### src/rtl/cpu_gpio_periph_if.sv
// CPU-side GPIO bus: write data from the CPU, registered read data and change strobes back to it.
`default_nettype none

interface cpu_gpio_periph_if;
  logic [31:0] cpu_out;
  logic [31:0] cpu_in;
  logic        in_chg;
  logic        out_upd;

  modport master (
    output cpu_out,
    input  cpu_in,
    input  in_chg,
    input  out_upd
  );

  modport slave (
    input  cpu_out,
    output cpu_in,
    output in_chg,
    output out_upd
  );
endinterface

`default_nettype wire

### src/rtl/cpu_gpio_periph.sv
// Board-side GPIO endpoint: debounced switches feed the CPU read word,
// and the CPU write word drives an 8-digit multiplexed hex display.
`default_nettype none

module cpu_gpio_periph #(
  parameter int NUM_SW          = 18,
  parameter int DEBOUNCE_CYCLES = 100000,
  parameter int SCAN_DIV        = 50000,
  parameter bit LZ_BLANK        = 1'b1
) (
  input  logic                  clk,
  input  logic                  rst_n,
  input  logic [NUM_SW-1:0]     sw,
  cpu_gpio_periph_if.slave      bus,
  output logic [7:0]            an,
  output logic [6:0]            seg
);

  localparam int                CNT_W   = (DEBOUNCE_CYCLES > 1) ? $clog2(DEBOUNCE_CYCLES) : 1;
  localparam int                DIV_W   = (SCAN_DIV > 1) ? $clog2(SCAN_DIV) : 1;
  localparam logic [CNT_W-1:0]  CNT_MAX = CNT_W'(DEBOUNCE_CYCLES - 1);
  localparam logic [DIV_W-1:0]  DIV_MAX = DIV_W'(SCAN_DIV - 1);

  function automatic logic [6:0] hex7(input logic [3:0] nib);
    logic [6:0] s;
    case (nib)
      4'h0: s = 7'h40;
      4'h1: s = 7'h79;
      4'h2: s = 7'h24;
      4'h3: s = 7'h30;
      4'h4: s = 7'h19;
      4'h5: s = 7'h12;
      4'h6: s = 7'h02;
      4'h7: s = 7'h78;
      4'h8: s = 7'h00;
      4'h9: s = 7'h10;
      4'hA: s = 7'h08;
      4'hB: s = 7'h03;
      4'hC: s = 7'h46;
      4'hD: s = 7'h21;
      4'hE: s = 7'h06;
      default: s = 7'h0E;
    endcase
    return s;
  endfunction

  // Input path state
  logic [NUM_SW-1:0] sync1_q, sync_q;
  logic [NUM_SW-1:0] cand_q, cand_d;
  logic [NUM_SW-1:0] stable_q, stable_d;
  logic [CNT_W-1:0]  cnt_q, cnt_d;
  logic [31:0]       cpu_in_q, cpu_in_d;
  logic              in_chg_q, in_chg_d;

  // Output path and display state
  logic [31:0]       prev_out_q;
  logic              out_upd_q, out_upd_d;
  logic [31:0]       frame_q, frame_d;
  logic [2:0]        idx_q, idx_d;
  logic [DIV_W-1:0]  div_q, div_d;
  logic [7:0]        an_q, an_d;
  logic [6:0]        seg_q, seg_d;
  logic [31:0]       upper_w;
  logic              blank_w;

  // Any difference between the synchronised value and the candidate restarts the hold count.
  always_comb begin
    cand_d   = cand_q;
    stable_d = stable_q;
    cnt_d    = cnt_q;
    if (sync_q != cand_q) begin
      cand_d = sync_q;
      cnt_d  = '0;
    end else if (cand_q != stable_q) begin
      if (cnt_q == CNT_MAX) begin
        stable_d = cand_q;
        cnt_d    = '0;
      end else begin
        cnt_d = cnt_q + CNT_W'(1);
      end
    end else begin
      cnt_d = '0;
    end
  end

  always_comb begin
    cpu_in_d  = 32'(stable_q);
    in_chg_d  = (cpu_in_d != cpu_in_q);
    out_upd_d = (bus.cpu_out != prev_out_q);
  end

  // Display outputs are computed from next-state idx/frame so an and seg always match idx_q.
  always_comb begin
    div_d   = div_q + DIV_W'(1);
    idx_d   = idx_q;
    frame_d = frame_q;
    if (div_q == DIV_MAX) begin
      div_d = '0;
      idx_d = idx_q + 3'd1;
      if (idx_q == 3'd7) begin
        frame_d = prev_out_q;
      end
    end
    upper_w = frame_d >> {idx_d, 2'b00};
    blank_w = LZ_BLANK && (idx_d != 3'd0) && (upper_w == 32'd0);
    an_d    = ~(8'b1 << idx_d);
    seg_d   = blank_w ? 7'h7F : hex7(upper_w[3:0]);
  end

  always_ff @(posedge clk) begin
    if (!rst_n) begin
      sync1_q    <= '0;
      sync_q     <= '0;
      cand_q     <= '0;
      stable_q   <= '0;
      cnt_q      <= '0;
      cpu_in_q   <= '0;
      in_chg_q   <= 1'b0;
      prev_out_q <= '0;
      out_upd_q  <= 1'b0;
      frame_q    <= '0;
      idx_q      <= '0;
      div_q      <= '0;
      an_q       <= 8'hFE;
      seg_q      <= 7'b1000000;
    end else begin
      sync1_q    <= sw;
      sync_q     <= sync1_q;
      cand_q     <= cand_d;
      stable_q   <= stable_d;
      cnt_q      <= cnt_d;
      cpu_in_q   <= cpu_in_d;
      in_chg_q   <= in_chg_d;
      prev_out_q <= bus.cpu_out;
      out_upd_q  <= out_upd_d;
      frame_q    <= frame_d;
      idx_q      <= idx_d;
      div_q      <= div_d;
      an_q       <= an_d;
      seg_q      <= seg_d;
    end
  end

  assign bus.cpu_in  = cpu_in_q;
  assign bus.in_chg  = in_chg_q;
  assign bus.out_upd = out_upd_q;
  assign an          = an_q;
  assign seg         = seg_q;

endmodule

`default_nettype wire

### src/flat_wrapper.sv
// flat-port wrapper written by rule: the top's interface ports become plain ports
module cpu_gpio_periph_flat 
#(
  parameter int NUM_SW          = 18,
  parameter int DEBOUNCE_CYCLES = 100000,
  parameter int SCAN_DIV        = 50000,
  parameter bit LZ_BLANK        = 1'b1
)
  (clk, rst_n, sw, an, seg, bus_cpu_out, bus_cpu_in, bus_in_chg, bus_out_upd);
  cpu_gpio_periph_if bus_i ();
  input  logic clk;
  input  logic rst_n;
  input  logic [NUM_SW-1:0] sw;
  output logic [7:0] an;
  output logic [6:0] seg;
  input wire logic [$bits(bus_i.cpu_out)-1:0] bus_cpu_out;
  output wire logic [$bits(bus_i.cpu_in)-1:0] bus_cpu_in;
  output wire logic [$bits(bus_i.in_chg)-1:0] bus_in_chg;
  output wire logic [$bits(bus_i.out_upd)-1:0] bus_out_upd;
  assign bus_i.cpu_out = bus_cpu_out;
  assign bus_cpu_in = bus_i.cpu_in;
  assign bus_in_chg = bus_i.in_chg;
  assign bus_out_upd = bus_i.out_upd;
  cpu_gpio_periph #(.NUM_SW(NUM_SW), .DEBOUNCE_CYCLES(DEBOUNCE_CYCLES), .SCAN_DIV(SCAN_DIV), .LZ_BLANK(LZ_BLANK)) u_core (.clk(clk), .rst_n(rst_n), .sw(sw), .bus(bus_i), .an(an), .seg(seg));
endmodule
### config.mk
export PLATFORM = sky130hd
export DESIGN_NAME = cpu_gpio_periph_flat
export DESIGN_NICKNAME = d
export VERILOG_FILES = /design/src/rtl/cpu_gpio_periph_if.sv /design/src/rtl/cpu_gpio_periph.sv /design/src/flat_wrapper.sv
export SDC_FILE = /design/constraint.sdc
export NUM_CORES = 1
export LEC_CHECK = 0
export ABC_AREA = 1
export CELL_PAD_IN_SITES_DETAIL_PLACEMENT = 0
export CELL_PAD_IN_SITES_GLOBAL_PLACEMENT = 1
export CORE_ASPECT_RATIO = 1.75
export CORE_MARGIN = 4
export CORE_UTILIZATION = 40
export CTS_CLUSTER_DIAMETER = 150
export DETAILED_ROUTE_END_ITERATION = 6
export PLACE_DENSITY = 0.79
export SLEW_MARGIN = 30
export SYNTH_ARGS = -nofsm -noshare
export SYNTH_HDL_FRONTEND = slang
export SYNTH_SLANG_ARGS = --single-unit
### constraint.sdc
create_clock -name clk -period 3.7 [get_ports clk]
set_clock_uncertainty 0.15 [all_clocks]
set_input_delay 0.74 -clock clk [delete_from_list [all_inputs] [get_ports clk]]
set_output_delay 0.74 -clock clk [all_outputs]
set_load 0.05 [all_outputs]
# --- Word level (Yosys, flattened, before mapping) ---
# Memory sizes are Yosys's and may differ from the RTL's.
# Cells that the tools add are included.
word_totals:
  reg_bits: 221
  latchBits: 0
  ramBits: 0
  mem_bits_ro: 112
  in_bits: 52
  wordCells: 44
  mem_count: 1
op_classes:
  add_sub_neg: 3
  multipliers: 0
  n_div: 0
  magnitude_cmp: 0
  eq_ne: 7
  shift: 2
  muxes: 4
  bitwise_logic: 4
  n_reduce_logical: 7
memory_table:
  columns: ["memory", "words", "width", "rd", "rd_ports_with_merged_regs", "write_ports", "line_no", "source"]
  rows:
  - ["(name not given)", 16, 7, 1, 0, 0, "cpu_gpio_periph.sv:26", "case (nib)"]
ops:
  columns: ["op", "count"]
  rows:
  - ["$mux 32", 2]
  - ["$ne 18x18->1", 2]
  - ["$logic_not 32->1", 1]
  - ["$ne 18x32->1", 1]
  - ["$ne 32x32->1", 1]
  - ["$shr 32x5->32", 1]
  - ["$add 17x1->17 const B", 1]
  - ["$eq 17x17->1 const B", 1]
  - ["$add 16x1->16 const B", 1]
  - ["$eq 16x16->1 const B", 1]
  - ["$not 8->8", 1]
  - ["$shl 1x3->8 const A", 1]
  - ["$mux 6", 1]
  - ["$reduce_or 2->1", 2]
  - ["$reduce_or 4->1", 1]
  - ["$add 3x1->3 const B", 1]
  - ["$eq 3x3->1 const B", 1]
  - ["$mux 3", 1]
  - ["$not 1->1", 3]
  - ["$reduce_and 3->1", 1]
  - ["$reduce_bool 3->1", 1]
  - ["$logic_and 1x1->1", 1]

# --- Logic depth before layout (Yosys ltp) ---
# Gate-level depths: netlist of the first run.
logic_depth:
  depth_word: 7
  mapped_depth: 23
  mapped_depth_nobuf: 21

# --- Least setup slack after synthesis of the first run ---
# Ideal clock, no wire load.
synth_path:
  path_kind: "reg2reg"
  from: "register u_core.idx_q[0]"
  to: "register u_core.seg_q[2], in the netlist u_core.seg[2]"
  setup_ns: 0.068
  t_arrival_ns: 2.720
  t_required_ns: 3.482
  setup_slack_ns: 0.762
  path_stages_with_launch: 22
  path_buffers: 2
  synth_period_minus_slack_ns: 2.938
  cell_sequence: "dfxtp_1 -> ha_1 -> ha_1 -> buf_2 -> clkinv_1 -> clkbuf_1 -> nand2_1 -> nand2_1 -> nand3_1 -> nand2_1 -> inv_2 -> nand2_1 -> nand3_1 -> nand2_1 -> o21ai_1 -> ha_1 -> nand2_1 -> a21oi_1 -> nand2_1 -> nor2_4 -> nand2_4 -> a21oi_2"
synth_between:
  elab_chain_len: 7
  elab_cells_between_ends: 11
  cone_classes: "add/sub (1); eq/ne (1); shift (1); mux (4); reduce/logical (3); memory (1)"
synth_rtl:
  columns: ["item", "line_no", "source"]
  rows:
  - ["start: declaration", "cpu_gpio_periph.sv:59", "logic [2:0] idx_q, idx_d;"]
  - ["start signal: assignment", "cpu_gpio_periph.sv:137", "idx_q <= idx_d;"]
  - ["parallel branches: the longest is 6 deep, another holds $mem_v2 16x7", null, null]
  - ["$mux 6 (*)", "cpu_gpio_periph.sv:107", "seg_d = blank_w ? 7'h7F : hex7(upper_w[3:0]);"]
  - ["end signal: assignment", "cpu_gpio_periph.sv:140", "seg_q <= seg_d;"]
  - ["end: declaration", "cpu_gpio_periph.sv:62", "logic [6:0] seg_q, seg_d;"]
# Every way passes the cells marked *.
# A chain may end at the register's enable or synchronous reset.

# --- Worst setup path in the final report of the first run ---
layout_path:
  from: "register u_core.div_q[0]"
  to: "register u_core.seg_q[6], in the netlist u_core.seg[6]"
layout_between:
  elab_chain_len: 6
  elab_cells_between_ends: 9
  cone_classes: "eq/ne (1); shift (1); mux (2); reduce/logical (4); memory (1)"
layout_rtl:
  columns: ["item", "line_no", "source"]
  rows:
  - ["start: declaration", "cpu_gpio_periph.sv:60", "logic [DIV_W-1:0] div_q, div_d;"]
  - ["start signal: assignment", "cpu_gpio_periph.sv:138", "div_q <= div_d;"]
  - ["$eq 16x16->1 (*)", "cpu_gpio_periph.sv:97", "if (div_q == DIV_MAX) begin"]
  - ["$mux 32 or $mux 3 (tied branches)", "cpu_gpio_periph.sv:97", null]
  - ["$shr 32x5->32", "cpu_gpio_periph.sv:104", "upper_w = frame_d >> {idx_d, 2'b00};"]
  - ["$logic_not 32->1", "cpu_gpio_periph.sv:105", "blank_w = LZ_BLANK && (idx_d != 3'd0) && (upper_w == 32'd0);"]
  - ["$logic_and 1x1->1", "cpu_gpio_periph.sv:105", null]
  - ["$reduce_or 2->1 (no line)", null, null]
# Mark *: on every way between the ends. The rest lies on a longest branch, timed or not.

==> run metrics, run 1 <==
ys async rst share 0%; power per cell area 402 nW/um2; post-DP HPWL 18400 um; first-pass GRT wire length 38200 um; count leader, synth nand2_1; Post-CTS Hold Buffers 0; met2 wire length 13600 um; routability cong. 0.914; FF+latch area 4140 um2; Die Ht 213 um; slowest cell delay on critical path 0.35 ns; Nets 1486; Reg2Reg Launch Point u_core.div_q[0]$_SDFF_PP0_; CP top delay family simple AND/OR/NAND/NOR gates; vias in the first global route 7739; initial drt markers 362; Post-synth EDFFs 0; Die ar. 26600 um2; final setup vio count 0; Critical Path Start Type register; Min-Delay Path Class reg -> reg; Post-Syn Instances 1343; clk buf depth 3; Max stage delay cell, worst path dfxtp_1; Cell Chain, Critical Path ha_1 -> nand3_4 -> nor2_4 -> nand2_4 -> nand2_1 -> nand2_1 -> buf_4 -> nor2_2 -> nand2_1 -> nand3_1 -> nand2_1 -> nand2_1 -> inv_1 -> ha_1 -> nand2_1 -> a21oi_1 -> nand2_1 -> nor2_4 -> nand2_4 -> nand3_1; initial core utilization 40.8%; drt first pass iters 4; max_slew headroom 45.8%; Synth cell types 44; Crit Path Max Fanout 8; largest net degree at the start of global routing 113; R2R setup slack 0.44 ns; drt via density 4.59; Routed Antenna Nets 0; fin crit period 3.26 ns; Crit path arrival time 3.48 ns; CTS tree built; CTS Buf Count 21; Via Count 7995; post-synth top area share 43.2%; Worst Max-Slew Pin Slew 0.813 ns; maximum vdd drop 0.000267 V; H-tree Lvls 1; Data required, critical path 3.92 ns; Leak Pwr 5.53 nW; synthesized flop and latch total 207; multi-input logic area 4410 um2; Post-synth top cells nand2_1, dfxtp_1, inv_1, nor2_1, nand3_1; post-CTS sizing 0; clock slew at reported path FFs 0.06 ns; met3 WL post-DR 704 um; FILL cells 2448; CTS sink count 207; top post-synthesis cells by area dfxtp_1, nand2_1, inv_1; mapped cell area 9590 um2; setup TNS 0 ns; Crit path buffers/inverters 2; Max Cap Viol 0; hold_ws 0.260 ns; layout cells sized above 1 7.79%; Synth area leader dfxtp_1; drt wl/cell 13.6 um; worst skew pair latency 0.49 ns; unrepaired setup endpoints after global routing no; critical path's most frequent cell nand2_1; status completed; # DRC 0; Site Rows 74; Core Box Area 23500 um2; Area growth syn-to-layout 18.3%; Final Hold Violating Endpoints 0; WS Path Type reg -> reg; GRT Util Overall 17.6%; io pins 101; M1 WL 8810 um; die width 125 um; Setup crit end kind register; Max Transition Viols Final 0; Top Metal Used met4; synthesized area per cell 7.14 um2; Max Clk Rate 0.307 GHz; final wirelength 23800 um; Hold Crit Start u_core.sync1_q[12]$_SDFF_PN0_; sequential element share of the synthesized area 43.2%; launch point of the worst path u_core.div_q[0]$_SDFF_PP0_; YS warnings 0; port bufs 86; crit share post-route 88.1%; gr ovfl total 0; initial antenna violation count 0; ys flop type dfxtp_1; post-CTS setup buffers 0; Clock Root Buffer clkbuf_16
## metal layers
| layer | global-route usage [%] | vias up |
|---|---|---|
| li1 | - | 4255 |
| met1 | 17.7 | 3581 |
| met2 | 36.6 | 127 |
| met3 | 2.08 | 32 |
| met4 | 5.95 | 0 |
| met5 | 0 | - |
## through the flow
| stage | total power, mW | std cells | instance area, um2 | utilization [%] | setup slack, ns |
|---|---|---|---|---|---|
| 2_1_floorplan | 2.50 | 1356 | 9640 | - | 0.762 |
| 3_3_place_gp | 2.60 | 1705 | 10700 | 45.5 | 0.532 |
| 3_5_place_dp | 2.60 | 1705 | 10700 | 45.5 | 0.413 |
| 4_1_cts | 4.64 | 1741 | 11300 | 48.2 | 0.402 |
| 5_1_grt | 4.74 | 1741 | 11300 | 48.2 | 0.0423 |
| 6_report | 4.56 | 1742 | 11300 | 48.2 | 0.440 |
## worst min-delay path: cells and delay by family (launching register included)
family / cells / cell delay, ns
buffers and inverters: 1 / 0.04
DFF: 1 / 0.30
and+or+nand+nor: 1 / 0.04
## placed cells by master (no fill, tap or decap), types with 8 or more instances in the layout
cell type | synthesis | routed
dfxtp_1 | 207 | 207
xor2_1 | 47 | 47
inv_2 | 11 | 11
nand4_1 | 12 | 12
clkbuf_16 | 0 | 21
nor4_1 | 14 | 14
a21oi_1 | 32 | 32
nor3b_1 | 9 | 9
nor3_1 | 15 | 15
nor2_4 | 8 | 8
ha_1 | 10 | 10
nand2_1 | 408 | 408
nand3_1 | 92 | 92
or2_2 | 19 | 19
xnor2_1 | 16 | 16
buf_4 | 16 | 16
conb_1 | 1 | 14
clkdlybuf4s50_1 | 0 | 85
nor2_1 | 98 | 98
o21ai_0 | 30 | 30
o21ai_1 | 11 | 11
inv_1 | 189 | 189
## power breakdown
| group | leakage [nW] | switching, mW | total (mW) | internal, mW |
|---|---|---|---|---|
| Sequential | 1.69 | 0.0303 | 2.30 | 2.27 |
| Clock | 0.316 | 0.861 | 2.02 | 1.16 |
| Combinational | 3.53 | 0.140 | 0.241 | 0.101 |
| Total | 5.53 | 1.03 | 4.56 | 3.53 |
## area by class of cell
class                           instances  area share [%]
Antenna cell                            1          0.0221
Clock buffer                           27            5.01
Clock inverter                          9           0.695
Inverter                              203            6.72
Multi-Input combinational cell        888            38.8
Sequential cell                       207            36.5
Tap cell                              304            3.35
Timing Repair Buffer                  103            8.84
## final timing paths
check             cells past startpoint                            to
hold / removal                        2  u_core.sync_q[12]$_SDFF_PN0_
setup / recovery                     20      u_core.seg[6]$_SDFF_PP1_
setup reg to reg                     20      u_core.seg[6]$_SDFF_PP1_
hold reg to reg                       2  u_core.sync_q[12]$_SDFF_PN0_
## flip-flops by register name, indices dropped and copies added, names as in the netlist
register and cells:
u_core.stable_q 18, u_core.div_q 16, u_core.prev_out_q 32, u_core.sync_q 18
u_core.an 8, u_core.idx_q 3, u_core.cnt_q 17, u_core.bus.out_upd 1
u_core.sync1_q 18, u_core.frame_q 32, u_core.seg 7, u_core.bus.in_chg 1
u_core.cand_q 18, u_core.bus.cpu_in 18
## cell families (layout without fill, tap and decap cells)
family | Yosys count | count (layout) | synth area share (%)
AO/OA/AOI/OAI | 92 | 92 | 5.35
other | 1 | 15 | 0.0391
XOR/XNOR | 63 | 63 | 5.75
multiplexers | 5 | 5 | 0.522
AND/OR/NAND/NOR | 704 | 704 | 32.5
adder cells (fa/ha/maj) | 10 | 10 | 1.30
flip-flops | 207 | 207 | 43.2
buffers and inverters | 261 | 342 | 11.4
(Power assumes the default switching activity.)
==> inputs of run 2 (changes only) <==
- CORE_UTILIZATION: 40 -> 25
- PLACE_DENSITY: 0.79 -> 0.54
==> run 2 against run 1 <==
Against the previous run: cell area rose by 2.4%; via count is 1.2% higher; global-route usage down 4.6 points; non-clock buffer count increased by 1; power grew 4.6%; fmax shrank 1.0%; flip-flop and latch count stayed put; largest cell class unchanged.
==> run metrics, run 2 (same netlist as run 1, synthesis figures left out) <==
maximum vdd drop 0.000232 V; gr ovfl total 0; drt first pass iters 5; Nets 1489; port bufs 86; layout cells sized above 1 7.91%; first-pass GRT wire length 42800 um; Die ar. 41700 um2; CTS Buf Count 23; # DRC 0; Die Ht 267 um; Clock Root Buffer clkbuf_16; Crit path arrival time 3.60 ns; initial core utilization 25.4%; Post-CTS Hold Buffers 0; most frequent cells in the layout nand2_1, dfxtp_1, inv_1; io pins 101; vias in the first global route 8210; M1 WL 9580 um; met2 wire length 16000 um; setup TNS 0 ns; Area after DPL 10900 um2; CTS sink count 207; Min-Delay Path Class reg -> reg; clock slew at reported path FFs 0.07 ns; Via Count 8090; post-DP HPWL 20600 um; Max Transition Viols Final 0; Inst Count DP 1882; Top Metal Used met4; max_slew headroom 52.2%; Setup crit end kind register; Critical Path Start Type register; status completed; final setup vio count 0; Leak Pwr 5.57 nW; Crit Path Max Fanout 13; fin crit period 3.29 ns; Routed Antenna Nets 0; drt via density 4.21; clk buf depth 3; Final Instance Area 11600 um2; largest net degree at the start of global routing 65; Max Cap Viol 0; initial drt markers 306; routability cong. 0.834; Max Clk Rate 0.304 GHz; H-tree Lvls 1; worst skew pair latency 0.53 ns; Core Box Area 37800 um2; post-CTS sizing 0; FILL cells 4125; power per cell area 411 nW/um2; crit share post-route 89.0%; met3 WL post-DR 922 um; post-CTS setup buffers 0; final wirelength 27200 um; Worst Max-Slew Pin Slew 0.710 ns; GRT Util Overall 13.0%; WS Path Type reg -> reg; CTS tree built; initial antenna violation count 0; Cell Count, Final, Fillers Out 1922; Largest regs u_core.frame_q: 32 flops, u_core.prev_out_q: 32 flops; Area growth syn-to-layout 21.2%; unrepaired setup endpoints after global routing no; drt wl/cell 14.2 um; Core Util, Final 30.8%; most common library cell in the layout ignoring fill and taps nand2_1; antenna cells 0; Data required, critical path 4.00 ns; Site Rows 94; die width 156 um; Final Hold Violating Endpoints 0
run 2: path summary, 6_finish.rpt:
kind / startpoint / to / slack [ns] / cells after the start
worst max register to register: u_core.div_q[0]$_SDFF_PP0_ / u_core.seg[3]$_SDFF_PN0_ / 0.41 / 18
worst max-delay path: u_core.div_q[0]$_SDFF_PP0_ / u_core.seg[3]$_SDFF_PN0_ / 0.41 / 18
worst min-delay path: u_core.sync1_q[1]$_SDFF_PN0_ / u_core.sync_q[1]$_SDFF_PN0_ / 0.25 / 2
worst min register to register: u_core.sync1_q[1]$_SDFF_PN0_ / u_core.sync_q[1]$_SDFF_PN0_ / 0.25 / 2
run 2: cell type report:
| class | instances | area (um2) | share of cell area [%] |
|---|---|---|---|
| sequential | 207 | 4140 | 35.7 |
| inverter | 203 | 762 | 6.56 |
| timing repair buffer | 104 | 993 | 8.55 |
| multi-input combinational | 888 | 4410 | 37.9 |
| tap | 480 | 601 | 5.17 |
| clock buffer | 36 | 684 | 5.89 |
| clock inverter | 4 | 30.0 | 0.258 |
run 2: per-layer routing:
metal / track usage [%] / vias up
met1: 12.3 / 3674
met2: 27.4 / 114
li1: - / 4258
met5: 0 / -
met3: 1.78 / 44
met4: 4.48 / 0
run 2: power breakdown:
part           internal, mW  switching, mW  total, mW
Clock                  1.27          0.956       2.22
Combinational         0.100          0.143      0.244
Sequential             2.27         0.0317       2.31
Total                  3.64           1.13       4.77
run 2: worst max-delay path: stages (launching register included):
cell	delay (ns)
dfxtp_1	0.35
ha_1	0.24
nand3_4	0.15
nor2_4	0.25
nand2_4	0.12
nand2_1	0.08
nand2_1	0.28
nor2_2	0.36
nand2_1	0.08
and2_1	0.16
nand3_1	0.07
o21ai_1	0.09
buf_4	0.17
ha_1	0.29
nand2_1	0.09
nand3_1	0.08
nand2_1	0.08
inv_2	0.04
a21oi_2	0.11
run 2: per-stage QoR:
stage / hold slack, ns / power, mW / setup slack (ns)
2_1_floorplan: 0.240 / 2.50 / 0.762
3_3_place_gp: 0.242 / 2.61 / 0.470
3_5_place_dp: 0.249 / 2.61 / 0.367
4_1_cts: 0.258 / 4.90 / 0.339
5_1_grt: 0.276 / 5.00 / 0.0444
6_report: 0.254 / 4.77 / 0.405
==> inputs of run 3 (changes only) <==
--- a/config.mk
+++ b/config.mk
@@ -11,8 +11,8 @@
 export CORE_ASPECT_RATIO = 1.75
 export CORE_MARGIN = 4
-export CORE_UTILIZATION = 25
+export CORE_UTILIZATION = 41
 export CTS_CLUSTER_DIAMETER = 150
 export DETAILED_ROUTE_END_ITERATION = 6
-export PLACE_DENSITY = 0.54
+export PLACE_DENSITY = 0.81
 export SLEW_MARGIN = 30
 export SYNTH_ARGS = -nofsm -noshare
==> constraint.sdc (replaced) <==
create_clock -name clk -period 3.7 [get_ports clk]
set_clock_uncertainty 0.15 [all_clocks]
set_input_delay 1.11 -clock clk [delete_from_list [all_inputs] [get_ports clk]]
set_output_delay 1.11 -clock clk [all_outputs]
set_load 0.05 [all_outputs]
==> run 3 against run 2 <==
Against the previous run: combinational power is 2% lower; die area is 38% lower; largest cell class unchanged; sequential power hardly changed.
==> run metrics, run 3 (same netlist as run 1, synthesis figures left out) <==
status completed; Data required, critical path 3.88 ns; Max Transition Viols Final 0; drt via density 4.62; initial drt markers 447; clock slew at reported path FFs 0.07 ns; critical path's most frequent cell nand2_1; antenna cells 0; CTS tree built; Crit path arrival time 3.42 ns; clk buf depth 3; Nets 1485; FILL cells 2333; Top Metal Used met4; Critical Path Start Type register; Max Clk Rate 0.309 GHz; worst skew pair latency 0.49 ns; Final Instance Area 11300 um2; routability cong. 0.856; Min-Delay Path Class reg -> reg; Routed Antenna Nets 0; Crit path buffers/inverters 1; Die Ht 210 um; setup ws final 0.468 ns; drt first pass iters 4; fin crit period 3.23 ns; setup TNS 0 ns; initial antenna violation count 0; gr ovfl total 0; Via Count 8030; Area growth syn-to-layout 18.2%; Crit Path Max Fanout 9; Leak Pwr 5.54 nW; io pins 101; power per cell area 406 nW/um2; Post-Place Setup Slack 0.457 ns; CP top delay family simple AND/OR/NAND/NOR gates; Setup crit end kind register; M1 WL 8430 um; first-pass GRT wire length 37700 um; Area after DPL 10700 um2; met2 wire length 13100 um; max_slew headroom 37.7%; Worst Max-Slew Pin Slew 0.935 ns; post-DP HPWL 17900 um; # DRC 0; most frequent cells in the layout nand2_1, dfxtp_1, inv_1; Max stage delay cell, worst path dfxtp_1; final setup vio count 0; layout cells sized above 1 7.65%; H-tree Lvls 1; Cell Chain, Critical Path ha_1 -> nand3_4 -> nor2_4 -> nand2_4 -> nand2_1 -> nand2_1 -> nor2_2 -> nand2_1 -> nand3_1 -> nand2_1 -> nand2_1 -> inv_1 -> ha_1 -> nand2_1 -> a21oi_1 -> nand2_1 -> nor2_4 -> nand2_4 -> nand3_1; Site Rows 73; WS Path Type reg -> reg; FF+latch area 4140 um2; final wirelength 23100 um; crit share post-route 87.4%; slowest cell delay on critical path 0.36 ns; unrepaired setup endpoints after global routing no; Largest regs u_core.frame_q: 32 flops, u_core.prev_out_q: 32 flops; vias in the first global route 7850; die width 124 um; Clock Root Buffer clkbuf_16; Core Box Area 22900 um2; met3 WL post-DR 752 um; Core Util, Final 49.5%; post-CTS sizing 0; multi-input logic area 4410 um2; CTS Buf Count 21; most common library cell in the layout ignoring fill and taps nand2_1; CTS sink count 207; Final Hold Violating Endpoints 0; Max Cap Viol 0; Post-CTS Hold Buffers 0; Die ar. 26000 um2; initial core utilization 41.8%; largest net degree at the start of global routing 93; port bufs 86; maximum vdd drop 0.000320 V; GRT Util Overall 18.1%; post-CTS setup buffers 0; drt wl/cell 13.3 um
[run 3: cell types whose count changed in the layout (fill, tap and decap cells not counted)]
cell / delta
clkbuf_8: -2
buf_4: -3
bufinv_16: +1
clkinvlp_4: -1
clkinv_2: +3
clkbuf_16: -2
inv_6: -1
clkbuf_1: -1
buf_12: +1
[run 3: final cells by class]
cell class / instances / share of cell area (%)
clock buffer: 31 / 5.32
clock inverter: 6 / 0.519
inverter: 203 / 6.72
multi-input combinational: 888 / 38.9
sequential: 207 / 36.5
tap: 300 / 3.31
timing repair buffer: 102 / 8.74
[run 3: path summary, 6_finish.rpt]
| kind | from | to | slack, ns | cells past startpoint |
|---|---|---|---|---|
| worst max-delay path | u_core.div_q[0]$_SDFF_PP0_ | u_core.seg[6]$_SDFF_PP1_ | 0.47 | 19 |
| worst min register to register | u_core.sync1_q[9]$_SDFF_PN0_ | u_core.sync_q[9]$_SDFF_PN0_ | 0.25 | 2 |
| worst min-delay path | u_core.sync1_q[9]$_SDFF_PN0_ | u_core.sync_q[9]$_SDFF_PN0_ | 0.25 | 2 |
| worst max register to register | u_core.div_q[0]$_SDFF_PP0_ | u_core.seg[6]$_SDFF_PP1_ | 0.47 | 19 |
[run 3: metal layers]
layer,GRT usage [%],up-vias
li1,-,4256
met1,18.3,3622
met2,36.3,112
met3,2.20,40
met4,6.92,0
met5,0,-
[run 3: power breakdown]
group | switching, mW | leakage (nW) | total, mW | internal (mW)
registers | 0.0296 | 1.69 | 2.30 | 2.27
logic | 0.139 | 3.52 | 0.239 | 0.100
clock network | 0.859 | 0.329 | 2.06 | 1.20
total | 1.03 | 5.54 | 4.60 | 3.57
[run 3: through the flow]
| stage | total power, mW | hold WS, ns | cells |
|---|---|---|---|
| floorplan | 2.50 | 0.240 | 1356 |
| global placement | 2.59 | 0.241 | 1700 |
| detailed placement | 2.60 | 0.248 | 1700 |
| CTS | 4.69 | 0.255 | 1737 |
| global route | 4.80 | 0.271 | 1737 |
| finish | 4.60 | 0.253 | 1737 |
[run 3: worst min-delay path: stages (launching register included)]
cell and delay (ns):
dfxtp_1 0.30, nand2_1 0.04, inv_1 0.04
